`config.mk`:
```
export PLATFORM = sky130hd
export DESIGN_NAME = and_64_unit
export DESIGN_NICKNAME = d
export VERILOG_FILES = /design/src/rtl/and_64_unit.sv
export SDC_FILE = /design/constraint.sdc
export NUM_CORES = 1
export LEC_CHECK = 0
export ABC_AREA = 1
export ABC_CLOCK_PERIOD_IN_PS = 2100
export CORE_AREA = 2 2 103 105
export CTS_CLUSTER_SIZE = 14
export DETAILED_ROUTE_END_ITERATION = 12
export DIE_AREA = 0 0 105 107
export PLACE_DENSITY = 0.76
export SLEW_MARGIN = 20
export SYNTH_ARGS = -nofsm -noshare
export SYNTH_HDL_FRONTEND = slang
export SYNTH_SLANG_ARGS = --single-unit
```
`constraint.sdc`:
```
create_clock -name clk -period 2.1 [get_ports clk]
set_input_delay 0.21 -clock clk [delete_from_list [all_inputs] [get_ports clk]]
set_output_delay 0.21 -clock clk [all_outputs]
set_load 0.02 [all_outputs]
```
`src/rtl/and_64_unit.sv`:
```
// Y86-64 execute-stage andq slice: combinational a & b plus a one-cycle registered result.
// Define AND_64_UNIT_CC_EN to build the ZF/SF/OF condition-code registers; otherwise they read 0.
module and_64_unit #(
  parameter int WIDTH = 64
) (
  input  logic             clk,
  input  logic             rst,
  input  logic             in_valid,
  input  logic [WIDTH-1:0] a,
  input  logic [WIDTH-1:0] b,
  output logic [WIDTH-1:0] out,
  output logic [WIDTH-1:0] result_q,
  output logic             out_valid,
  output logic             zf,
  output logic             sf,
  output logic             of
);

  assign out = a & b;

  // result_q only moves on a capture so the EX/MEM register sees a stable value between ops
  always_ff @(posedge clk) begin
    if (rst) begin
      result_q  <= '0;
      out_valid <= 1'b0;
    end else begin
      out_valid <= in_valid;
      if (in_valid) begin
        result_q <= out;
      end
    end
  end

`ifdef AND_64_UNIT_CC_EN
  logic zf_q;
  logic sf_q;
  logic of_q;

  // logical ops clear OF; ZF/SF come straight from the captured result
  always_ff @(posedge clk) begin
    if (rst) begin
      zf_q <= 1'b0;
      sf_q <= 1'b0;
      of_q <= 1'b0;
    end else if (in_valid) begin
      zf_q <= (out == '0);
      sf_q <= out[WIDTH-1];
      of_q <= 1'b0;
    end
  end

  assign zf = zf_q;
  assign sf = sf_q;
  assign of = of_q;
`else
  assign zf = 1'b0;
  assign sf = 1'b0;
  assign of = 1'b0;
`endif

endmodule

```
==> results by stage <==
Global routing:
- Entering global routing, the biggest net connects 65 pins.
- For this run, the total global-route usage over all layers was measured as 0.177.
- The overflow left after global routing is 0.
- The first global-routing pass estimated 16.3 mm of wire.
- The via count of the first global-routing pass was 3426.
- The number of antenna violations at the first check in global routing was 0.

Synthesis:
- The part of the Yosys area used for sequential elements is 0.426.
- Yosys mapped the design onto 17 distinct sky130hd cell types.
- The share of synthesized area in the top cell type comes to 0.426.
- The most used flip-flop cell after synthesis is sky130_fd_sc_hd__dfxtp_1.
- Summing every instance area after synthesis gives 3050 um2.
- Sorting the synthesized cells by how often they occur yields sky130_fd_sc_hd__dfxtp_1, sky130_fd_sc_hd__nor2_1, sky130_fd_sc_hd__inv_1, sky130_fd_sc_hd__nand2_1, sky130_fd_sc_hd__o21ai_0.
- The gate count after technology mapping is 412.
- Of all flip-flops after synthesis, the portion carrying an async set or reset was 0.
- Yosys attributes the largest share of cell area to sky130_fd_sc_hd__dfxtp_1, sky130_fd_sc_hd__a21oi_2, sky130_fd_sc_hd__o21ai_0, sky130_fd_sc_hd__nor2_1, sky130_fd_sc_hd__inv_1.
- After synthesis, the mean cell area works out to 7.41 um2.
- The cell type contributing the most total cell area after synthesis is sky130_fd_sc_hd__dfxtp_1.
- The number of enable flip-flop cells after synthesis is 0.
- The warning count from the yosys run is 0.
- In this run, synthesis produced a sequential element count of 65.

Place:
- Input and output buffers added on the ports amount to 259.
- At the placement stage, the worst setup path has a slack of 0.431 ns.
- The half-perimeter wire length after placement is 8.26 mm.
- The post-placement cell count is 791.
- Routability-driven placement finished with a final weighted congestion of 0.853.

Setup path:
- The kind of capture point of the worst setup path is an output pin.
- Of all nets on the critical path, the largest fanout is 2.
- The startpoint kind of the worst setup timing path is an input pin.
- At the worst endpoint, the required time is 1.89 ns.
- Data on the critical path arrives at its endpoint at 1.45 ns.
- The critical path class is input pin to output pin.

Timing:
- The share of the clock period used by the worst path after layout is 0.791.
- The smallest setup slack after layout is 0.440 ns.
- The time the worst path needs with I/O delays and setup is 1.66 ns.
- The post-route worst hold slack is 0.260 ns.
- The total negative slack for setup checks is 0 ns.
- Setup violations remaining at the end of the flow were counted as 0.
- In this run the tightest slew margin relative to its limit is 0.631.
- The count of pins over their slew limit is 0.
- Clock skew on the completed layout was measured at 0 ns.
- Static timing analysis puts the maximum clock frequency at 602 MHz.
- The number of hold violations in the final report came to 0.
- The transition time of the tightest slew-check pin is 0.553 ns.
- Setup repair after global routing left no endpoint under its margin.

Routing:
- Dividing the detail-routed wire length by the instance count gives 12.8 um.
- The via-per-instance ratio is 4.32.
- After the first detailed-routing iteration, the DRC count stood at 125.
- In this run the top signal layer used is met4.
- Before antenna repair, the detailed router went through 4 iterations.
- The count of vias placed by the detailed router is 3483.
- The met2 wire length is 5.32 mm.
- The routed metal-1 wirelength is 4.01 mm.
- The count of nets left with antenna violations once routing finished came out at 0.
- Wires add up to 10.3 mm.
- Summed over all nets, wire length on met3 after detailed routing comes to 756 um.
- The DRC violations left is 0.

Cells and area:
- The fraction of final layout cells with drive strength greater than 1 is 0.107.
- The non-filler instance count after layout is 807.
- The core occupancy in the finished layout is 0.579.
- The fill cell instance count of the final layout is 943.
- From synthesis to final layout, the design area changed by 91.4%.
- The net count reported at finish is 797.
- The number of antenna cells inserted is 0.

Power and ir drop:
- The sequential group share of total power is 0.409.
- The share of total power dissipated in the clock network is 0.282.
- In this run the static leakage power is 2.62 nW.
- Of the total power, combinational logic draws 0.309.
- The switching power as a share of total power is 0.291.
- For this design the total switching power over the nets is 0.957 mW.
- The worst-case IR drop observed on VDD is 0.238 mV.
- In this run the power density over the cells is 564 nW/um2.
- The internal power of the cells totals 2.34 mW.

Job:
- The number of max-cap violations is 0.

Clock tree:
- TritonCTS built the clock tree.
- For the worst-skew pair, the clock arrives at the later sink with an insertion delay of 0.32 ns.
- The clock tree synthesis step divided the H-tree into 3 levels.
- The register clock-pin slew on the reported worst setup and hold paths is 0.06 ns.
- The clock drives 65 sinks.
- After clock tree synthesis, the repair step resized 0 gates.
- The clock tree buffer depth is 2.
- The cts-stage hold buffer count is 0.
- The number of CTS-inserted buffers is 9.
- Buffers added to address setup during post-CTS repair amount to 0.
- The CTS root buffer is sky130_fd_sc_hd__clkbuf_8.

Min path:
- The path class of the tightest hold or removal check is input pin to flip-flop.

Die:
- For this configuration, the core starts out at a cell density of 0.303.
- The core region is 10100 um2.
- The initialized floorplan defines 37 standard-cell rows.
- During I/O placement, the number of pins put on the boundary was 263.
- The height of the die is 107 um.
- The die covers 11200 um2.
- The die is 105 um wide.

Outcome:
- The run finished with clean final reports.
[final timing paths]
kind | cells past startpoint | startpoint | endpoint | slack (ns)
max | 4 | a[43] | out[43] | 0.44
min | 3 | in_valid | out_valid$_SDFF_PP0_ | 0.26
max reg2reg | 2 | result_q[44]$_SDFFE_PP0P_ | result_q[44]$_SDFFE_PP0P_ | 1.45
min reg2reg | 2 | result_q[27]$_SDFFE_PP0P_ | result_q[27]$_SDFFE_PP0P_ | 0.50
[through the flow]
step | area, um2 | power (mW)
2_1_floorplan | 3060 | 1.79
3_3_place_gp | 5670 | 2.38
3_5_place_dp | 5670 | 2.40
4_1_cts | 5840 | 3.34
5_1_grt | 5840 | 3.47
6_report | 5840 | 3.29
[registers in the layout (all words and copies together) (netlist names)]
signal	flops
out_valid	1
result_q	64
[critical path: stages]
cell and delay, ns:
sky130_fd_sc_hd__clkdlybuf4s50_1 0.53, sky130_fd_sc_hd__nand2_1 0.07, sky130_fd_sc_hd__inv_1 0.05, sky130_fd_sc_hd__clkdlybuf4s50_1 0.59
[per-layer routing]
metal / vias to the layer above / GRT usage
met2: 142 / 0.323
met5: - / 0
met1: 1526 / 0.192
met4: 0 / 0.0714
met3: 19 / 0.0511
li1: 1796 / -
[area by class of cell]
class,count,area (um2),area share
clock inverters,3,15.0,0.00257
inverters,66,250,0.0428
well taps,136,170,0.0291
clock buffers,13,159,0.0272
repair buffers,264,2630,0.449
flip-flops and latches,65,1300,0.223
multi-input cells,260,1320,0.227
[cells in the final DEF, fill, tap and decap left out, drive strengths merged]
| master | netlist | final |
|---|---|---|
| clkinv | 0 | 3 |
| o21ai | 64 | 64 |
| a21oi | 64 | 64 |
| conb | 1 | 3 |
| nor2 | 65 | 65 |
| dfxtp | 65 | 65 |
| clkbuf | 12 | 13 |
| nand2 | 64 | 64 |
| clkdlybuf4s50 | 0 | 258 |
| buf | 11 | 6 |
| inv | 66 | 66 |
[power groups by stage]
stage	logic (mW)	registers (mW)	clock network (mW)
finish	1.02	1.35	0.928
global route	1.09	1.36	1.02
CTS	1.03	1.35	0.965
detailed placement	1.02	1.37	0
global placement	1.01	1.37	0
floorplan	0.324	1.47	0
[cells by family after synthesis]
family                 Yosys count  share of synthesized area
flip-flops                      65                      0.426
AO/OA/AOI/OAI                  128                      0.271
buffers and inverters           89                      0.143
other                            1                    0.00123
AND/OR/NAND/NOR                129                      0.159
(Power assumes the default switching activity.)
